`config.mk`:
```
export PLATFORM = sky130hd
export DESIGN_NAME = uart_tx
export DESIGN_NICKNAME = d
export VERILOG_FILES = /design/src/rtl/uart_tx.sv
export SDC_FILE = /design/constraint.sdc
export NUM_CORES = 1
export LEC_CHECK = 0
export CAP_MARGIN = 20
export CORE_MARGIN = 2
export CORE_UTILIZATION = 57
export DETAILED_ROUTE_END_ITERATION = 12
export PLACE_DENSITY = 0.76
export SYNTH_ARGS = -nofsm -noshare
export SYNTH_HDL_FRONTEND = slang
export SYNTH_SLANG_ARGS = --single-unit
```
`constraint.sdc`:
```
create_clock -name clk -period 2.99 [get_ports clk]
set_input_delay 0.7475 -clock clk [delete_from_list [all_inputs] [get_ports clk]]
set_output_delay 0.7475 -clock clk [all_outputs]
set_load 0.05 [all_outputs]
```
`src/rtl/uart_tx.sv`:
```
// 8N1 UART transmitter: valid/ready byte input into a small FIFO, serialized
// LSB first with one start and one stop bit, frames sent back-to-back.
module uart_tx #(
  parameter int BAUD_DIV   = 217,
  parameter int FIFO_DEPTH = 4
) (
  input  logic       clk,
  input  logic       rst_n,
  input  logic [7:0] in_data,
  input  logic       in_valid,
  output logic       in_ready,
  output logic       tx_out,
  output logic       busy
);

  localparam int BW = $clog2(BAUD_DIV);
  localparam int PW = $clog2(FIFO_DEPTH);
  localparam int CW = $clog2(FIFO_DEPTH + 1);
  localparam logic [BW-1:0] BAUD_MAX = BW'(BAUD_DIV - 1);
  localparam logic [PW-1:0] PTR_LAST = PW'(FIFO_DEPTH - 1);
  localparam logic [CW-1:0] CNT_FULL = CW'(FIFO_DEPTH);

  typedef enum logic [1:0] {
    S_IDLE  = 2'd0,
    S_START = 2'd1,
    S_DATA  = 2'd2,
    S_STOP  = 2'd3
  } state_e;

  state_e        state_q, state_d;
  logic [BW-1:0] baud_q, baud_d;
  logic [2:0]    bit_idx_q, bit_idx_d;
  logic [7:0]    shreg_q, shreg_d;
  logic          tx_q, tx_d;
  logic [PW-1:0] wr_ptr_q, wr_ptr_d;
  logic [PW-1:0] rd_ptr_q, rd_ptr_d;
  logic [CW-1:0] count_q, count_d;
  logic [7:0]    mem_q [FIFO_DEPTH];

  logic full, empty, push, pop;

  assign full     = (count_q == CNT_FULL);
  assign empty    = (count_q == '0);
  assign push     = in_valid && !full;
  assign in_ready = !full;
  assign busy     = (state_q != S_IDLE) || !empty;
  assign tx_out   = tx_q;

  always_comb begin
    state_d   = state_q;
    baud_d    = baud_q;
    bit_idx_d = bit_idx_q;
    shreg_d   = shreg_q;
    tx_d      = tx_q;
    pop       = 1'b0;
    case (state_q)
      S_IDLE: begin
        tx_d = 1'b1;
        if (!empty) begin
          pop     = 1'b1;
          shreg_d = mem_q[rd_ptr_q];
          baud_d  = BAUD_MAX;
          tx_d    = 1'b0;
          state_d = S_START;
        end
      end
      S_START: begin
        if (baud_q == '0) begin
          baud_d    = BAUD_MAX;
          tx_d      = shreg_q[0];
          bit_idx_d = 3'd0;
          state_d   = S_DATA;
        end else begin
          baud_d = baud_q - BW'(1);
        end
      end
      S_DATA: begin
        if (baud_q == '0) begin
          baud_d = BAUD_MAX;
          if (bit_idx_q != 3'd7) begin
            shreg_d   = {1'b0, shreg_q[7:1]};
            tx_d      = shreg_q[1];
            bit_idx_d = bit_idx_q + 3'd1;
          end else begin
            tx_d    = 1'b1;
            state_d = S_STOP;
          end
        end else begin
          baud_d = baud_q - BW'(1);
        end
      end
      S_STOP: begin
        if (baud_q == '0) begin
          // Chain straight into the next start bit so queued frames have no gap
          if (!empty) begin
            pop     = 1'b1;
            shreg_d = mem_q[rd_ptr_q];
            baud_d  = BAUD_MAX;
            tx_d    = 1'b0;
            state_d = S_START;
          end else begin
            state_d = S_IDLE;
          end
        end else begin
          baud_d = baud_q - BW'(1);
        end
      end
      default: begin
        tx_d    = 1'b1;
        state_d = S_IDLE;
      end
    endcase
  end

  always_comb begin
    wr_ptr_d = wr_ptr_q;
    rd_ptr_d = rd_ptr_q;
    count_d  = count_q;
    if (push) wr_ptr_d = (wr_ptr_q == PTR_LAST) ? '0 : wr_ptr_q + PW'(1);
    if (pop)  rd_ptr_d = (rd_ptr_q == PTR_LAST) ? '0 : rd_ptr_q + PW'(1);
    case ({push, pop})
      2'b10:   count_d = count_q + CW'(1);
      2'b01:   count_d = count_q - CW'(1);
      default: count_d = count_q;
    endcase
  end

  always_ff @(posedge clk or negedge rst_n) begin
    if (!rst_n) begin
      state_q   <= S_IDLE;
      baud_q    <= '0;
      bit_idx_q <= '0;
      shreg_q   <= '0;
      tx_q      <= 1'b1;
      wr_ptr_q  <= '0;
      rd_ptr_q  <= '0;
      count_q   <= '0;
    end else begin
      state_q   <= state_d;
      baud_q    <= baud_d;
      bit_idx_q <= bit_idx_d;
      shreg_q   <= shreg_d;
      tx_q      <= tx_d;
      wr_ptr_q  <= wr_ptr_d;
      rd_ptr_q  <= rd_ptr_d;
      count_q   <= count_d;
    end
  end

  // Storage needs no reset: occupancy is defined by the pointers and count
  always_ff @(posedge clk) begin
    if (push) mem_q[wr_ptr_q] <= in_data;
  end

endmodule
```
==> metrics, run 1 <==
Final setup viols=0; vias in the first global route=1985; Die ar.=0.00592 mm2; Clock Tree Buf Depth=2; clk sinks=61; Synth Cell Area=0.00303 mm2; CP required=2240 ps; top post-synthesis cells by area=edfxtp_1 32%, dfrtp_1 23%, mux2_2 8.2%; Placer Congestion=0.901; placed cells=304; library cells used by synthesis=46; final count of pins violating max slew=0; count of final hold-check violations=0; CP arrival=1990 ps; CTS tree=yes; FF+latch count, synth=61; Worst VDD drop=0.567 mV; main combinational cell family by area after synthesis=multiplexers; num ports=14; Detailed Route WL=5.34 mm; Tot GR Track Use=20.6%; post-CTS setup buffers=0; first-pass GRT wire length=9.28 mm; post-synthesis compound-gate area fraction=9.49%; post-route ant nets=0; Non-Filler Instances=320; CP Cell Sequence=inv_1, ha_1, nand2_1, clkdlybuf4s50_1; fin crit share=91.4%; Min-Delay Path Class=flip-flop to flip-flop; initial antenna violation count=0; Resized cells post-CTS=0; CTS root buf=clkbuf_8; global route overflow=0; H-tree depth=3; DRT iter0 DRCs=104; Yosys top cell area share=31.7%; fillcell total=392; CP delay by family, top=buffers and inverters; status=finished clean; fin crit period=2730 ps; share of layout cells above drive strength 1=22.4%; Syn Area/Cell=13.5 um2; drt wl/cell=16.7 um; CP endpoint kind=output pin; CTS clk-pin slew, worst paths=70 ps; Yosys top cell by area=edfxtp_1; Synth Net Count=252; CP bufs+invs=2; xor/xnor share of the synthesized area=0.867%; EDFF count, synth=32; largest net degree at the start of global routing=30; Layout Nets=272; Slowest-stage cell, CP=clkdlybuf4s50_1; sequential area share after synthesis=55.7%; top_reg_cell synth=edfxtp_1; YS warnings=0; Mapped Cells=225; Crit Path Max Fanout=5; commonest cells after routing, fill and taps aside=32 x edfxtp_1, 28 x dfrtp_1, 22 x mux2_2; Initial Utilization=59.4%; worst skew pair latency=330 ps; I/O Buffers=13; # diodes=0; Simple-Gate Fraction of Synth Area=9.16%; commonest non-fill, non-tap cell in the layout=edfxtp_1; core area=0.00511 mm2; average via count per standard cell=5.81; Synth Area in Adders=6.85%; Vias=1858; DRC=0; CP Launch Type=flip-flop; leakage=1.35 nW; CP Class=flip-flop to output pin; Layout Skew=9.28 ps; mux contribution to synthesized area=14.4%; final setup TNS=0 ps; row cnt=26; Least-Margin Pin Slew=734 ps; CP peak stage delay=800 ps; max_slew headroom=51.1%; area grow syn2layout=13.0%; chip height=76.9 um; RSZ-0062 raised after global routing=false; post-DP HPWL=3.76 mm; Die W=76.9 um; max-cap viol count=0; Fmax=366 MHz; Pwr Density=1140 mW/mm2; drt first pass iters=4; Hold Buf Count CTS=0; Async SR Flop Fraction=47.5%; CTS Buf Count=9
cells in the mapped netlist, drive strengths merged (2+ instances only):
master / number
mux2: 22
buf: 4
or3: 2
o21ai: 5
a22o: 2
nand2: 9
a21oi: 8
o211ai: 2
dfrtp: 28
nor3: 8
o22ai: 3
nor2b: 2
a21o: 2
nor2: 12
and3: 5
clkbuf: 5
edfxtp: 32
xor2: 2
o2111ai: 2
a311oi: 4
mux4: 8
ha: 15
nand3: 5
inv: 15
a211oi: 3
a31oi: 4
layer usage:
metal,up-vias,share of wire [%],routed length [um],GRT usage (%)
li1,887,-,-,-
met1,910,43,2300,24.6
met2,54,51,2740,35.4
met3,7,4.5,239,6.00
met4,0,1.3,68,7.27
met5,-,0,0,0
logic make-up after synthesis:
group,after synthesis
AOI/OAI and AO/OA,41
buffers and inverters,24
muxes,31
DFF,61
xor gates and xnor gates,3
adders and majority gates,16
and+or+nand+nor,49
where the power goes:
group          internal, mW  switching (mW)
Combinational         0.867           0.915
Clock                 0.383           0.311
Sequential             1.19           0.255
Total                  2.44            1.48
per-stage QoR:
stage / worst slack [ps] / area, um2 / utilization [%] / hold slack [ps] / power (mW)
2_1_floorplan: 552 / 3030 / - / 452 / 2.83
3_5_place_dp: 392 / 3240 / 63.4 / 496 / 3.23
5_1_grt: 158 / 3430 / 67.1 / 538 / 4.22
6_report: 256 / 3430 / 67.1 / 510 / 3.92
4_1_cts: 230 / 3430 / 67.1 / 509 / 3.95
3_3_place_gp: 496 / 3240 / 63.4 / 486 / 3.16
flip-flops by register name (all words and copies together), names as in the netlist:
name       cells
mem_q         32
baud_q         8
shreg_q        8
bit_idx_q      3
count_q        3
rd_ptr_q       2
state_q        2
wr_ptr_q       2
tx_out         1
worst paths after layout:
path	start	endpoint	slack (ps)	cells past startpoint
min in group asynchronous	rst_n	bit_idx_q[1]	790	2
min reg2reg	shreg_q[2]	shreg_q[2]	510	1
min	shreg_q[2]	shreg_q[2]	510	1
max in group asynchronous	rst_n	tx_out	1880	2
max	state_q[0]	busy	260	4
max reg2reg	state_q[0]	count_q[2]	420	9
area by class of cell:
cell class              instances  area [um2]  area share [%]
flip-flops and latches         61        1690            49.3
multi-input cells             140        1240            36.1
repair buffers                 18         168            4.89
clock buffers                  10         128            3.72
well taps                      70        87.6            2.56
clock inverters                 6        62.6            1.83
inverters                      15        56.3            1.64
Power figures use the tool's default switching activity.
==> run 2, diff against run 1 <==
==> constraint.sdc (replaced) <==
create_clock -name clk -period 2.99 [get_ports clk]
set_input_delay 0.598 -clock clk [delete_from_list [all_inputs] [get_ports clk]]
set_output_delay 0.598 -clock clk [all_outputs]
set_load 0.05 [all_outputs]
==> metrics, run 2 (synthesis gave the netlist of run 1 again) <==
Largest regs=mem_q x32, baud_q x8, shreg_q x8 (unchanged); initial antenna violation count=0 (unchanged); r2r worst-path depth=9 (unchanged); pre-CTS setup slack=534 ps (was 392 ps); CTS root buf=clkbuf_8 (unchanged); Reg area=0.00169 mm2 (unchanged); CP arrival=1990 ps (about the same); worst r2r dst=count_q[2] (unchanged); CP endpoint kind=output pin (unchanged); CP required=2390 ps (was 2240 ps); CP Class=flip-flop to output pin (unchanged); drt first pass iters=4 (unchanged); area of the multi-input gates=0.00124 mm2 (unchanged); vias in the first global route=1931 (was 1985); Layout Nets=272 (unchanged); logic gate share of total power=43.4% (was 45.4%); RSZ-0062 raised after global routing=false (unchanged); CP peak stage delay=800 ps (about the same); drt wl/cell=17.2 um (was 16.7 um); status=finished clean (unchanged); H-tree depth=3 (unchanged); CTS clk-pin slew, worst paths=70 ps (about the same); met1 wire length=2.47 mm (was 2.30 mm); worst skew pair latency=340 ps (was 330 ps); Die W=76.9 um (unchanged); Worst VDD drop=0.715 mV (was 0.567 mV); commonest non-fill, non-tap cell in the layout=edfxtp_1 (unchanged); CTS Buf Count=9 (unchanged); Tot GR Track Use=20.2% (was 20.6%); Min-Delay Path Class=flip-flop to flip-flop (unchanged); Pwr Density=1180 mW/mm2 (was 1140 mW/mm2); average via count per standard cell=5.95 (was 5.81); Crit Path Max Fanout=5 (unchanged); commonest cells after routing, fill and taps aside=32 x edfxtp_1, 28 x dfrtp_1, 22 x mux2_2 (unchanged); I/O Buffers=13 (unchanged); max-cap viol count=0 (unchanged); Initial Utilization=59.4% (unchanged); post-CTS setup buffers=0 (unchanged); Layout Skew=6.25 ps (was 9.28 ps); Clock Tree Buf Depth=2 (unchanged); count of final hold-check violations=0 (unchanged); setup ws final=404 ps (was 256 ps); largest register by flop count=mem_q (unchanged); max_slew headroom=49.0% (was 51.1%); post-route ant nets=0 (unchanged); Vias=1904 (was 1858); largest net degree at the start of global routing=30 (unchanged); Detailed Route WL=5.49 mm (was 5.34 mm); chip height=76.9 um (unchanged); met2 WL=2.70 mm (was 2.74 mm); Placer Congestion=0.887 (was 0.901); CP Cell Sequence=inv_1, ha_1, nand2_1, clkdlybuf4s50_1 (unchanged); Hold Buf Count CTS=0 (unchanged); CP delay by family, top=buffers and inverters (unchanged); Least-Margin Pin Slew=765 ps (was 734 ps); fillcell total=357 (was 392); Final setup viols=0 (unchanged); Fmax=387 MHz (was 366 MHz); Worst Setup SP=state_q[0] (unchanged); fin crit share=86.5% (was 91.4%); row cnt=26 (unchanged); Die ar.=0.00592 mm2 (unchanged); clk sinks=61 (unchanged); core area=0.00511 mm2 (unchanged); sw power=1.49 mW (was 1.48 mW); first-pass GRT wire length=9.07 mm (was 9.28 mm); leakage=1.37 nW (was 1.35 nW); clock share of power=21.2% (was 17.7%); critical path depth=4 (unchanged); DR top layer=met4 (unchanged); FF-to-FF Start=state_q[0] (unchanged); Met3 Wirelength=244 um (was 239 um); DRT iter0 DRCs=143 (was 104); DRC=0 (unchanged); fin crit period=2590 ps (was 2730 ps); sequential power share=35.4% (was 36.9%); CTS tree=yes (unchanged); CP bufs+invs=2 (unchanged); post-DP HPWL=3.75 mm (was 3.76 mm); num ports=14 (unchanged); final setup TNS=0 ps (unchanged); global route overflow=0 (unchanged); Slowest-stage cell, CP=clkdlybuf4s50_1 (unchanged); area grow syn2layout=14.6% (was 13.0%); # diodes=0 (unchanged); CP Launch Type=flip-flop (unchanged); share of layout cells above drive strength 1=22.4% (unchanged); setup slack, reg-to-reg=480 ps (was 420 ps); Critical path destination=busy (unchanged); final count of pins violating max slew=0 (unchanged); Resized cells post-CTS=0 (unchanged); max FFs per register=32 (unchanged); Pint=2.60 mW (was 2.44 mW); switching share of power=36.4% (was 37.8%)
[run 2: worst reg2reg max path: stages (launching register included)]
cell     delay (ps)
dfrtp_1         390
inv_1           120
ha_1            460
nor3_2          340
ha_1            240
inv_1            60
fa_1            380
xor2_1          150
nor2_1          110
xor2_1          170
[run 2: final cells by class]
class                      count  share of cell area (%)
sequential                    61                    48.6
tap                           70                    2.52
clock buffer                   9                    3.57
inverter                      15                    1.62
clock inverter                 7                    3.28
timing repair buffer          18                    4.83
multi-input combinational    140                    35.6
[run 2: how the worst min path moves through the flow]
stage | from | endpoint | slack [ps] | cells past startpoint
3_5_place_dp | shreg_q[4] | shreg_q[4] | 490 | 1
4_1_cts | shreg_q[6] | shreg_q[6] | 510 | 1
3_3_place_gp | shreg_q[6] | shreg_q[6] | 490 | 1
5_1_grt | shreg_q[3] | shreg_q[3] | 540 | 1
2_1_floorplan | rst_n | baud_q[0] | 300 | 0
6_report | shreg_q[5] | shreg_q[5] | 510 | 1
[run 2: per-layer routing]
metal / track usage, % / up-vias
met4: 8.91 / 0
met1: 27.2 / 949
met5: 0 / -
li1: - / 891
met3: 4.71 / 7
met2: 31.4 / 57
[run 2: power by group through the flow]
| stage | clock network (mW) | registers (mW) | logic, mW |
|---|---|---|---|
| after floorplan | 0 | 1.37 | 1.46 |
| after global placement | 0 | 1.45 | 1.74 |
| after detailed placement | 0 | 1.46 | 1.76 |
| after CTS | 0.884 | 1.45 | 1.78 |
| after global routing | 0.931 | 1.49 | 1.96 |
| final | 0.869 | 1.45 | 1.78 |
[run 2: stage by stage]
step	std cells	hold WS, ps	power (mW)	utilization [%]	cell area (um2)
CTS	320	510	4.11	68.0	3470
global placement	304	485	3.19	63.4	3240
floorplan	225	302	2.83	-	3030
global route	320	537	4.38	68.0	3470
finish	320	509	4.09	68.0	3470
detailed placement	304	494	3.22	63.4	3240
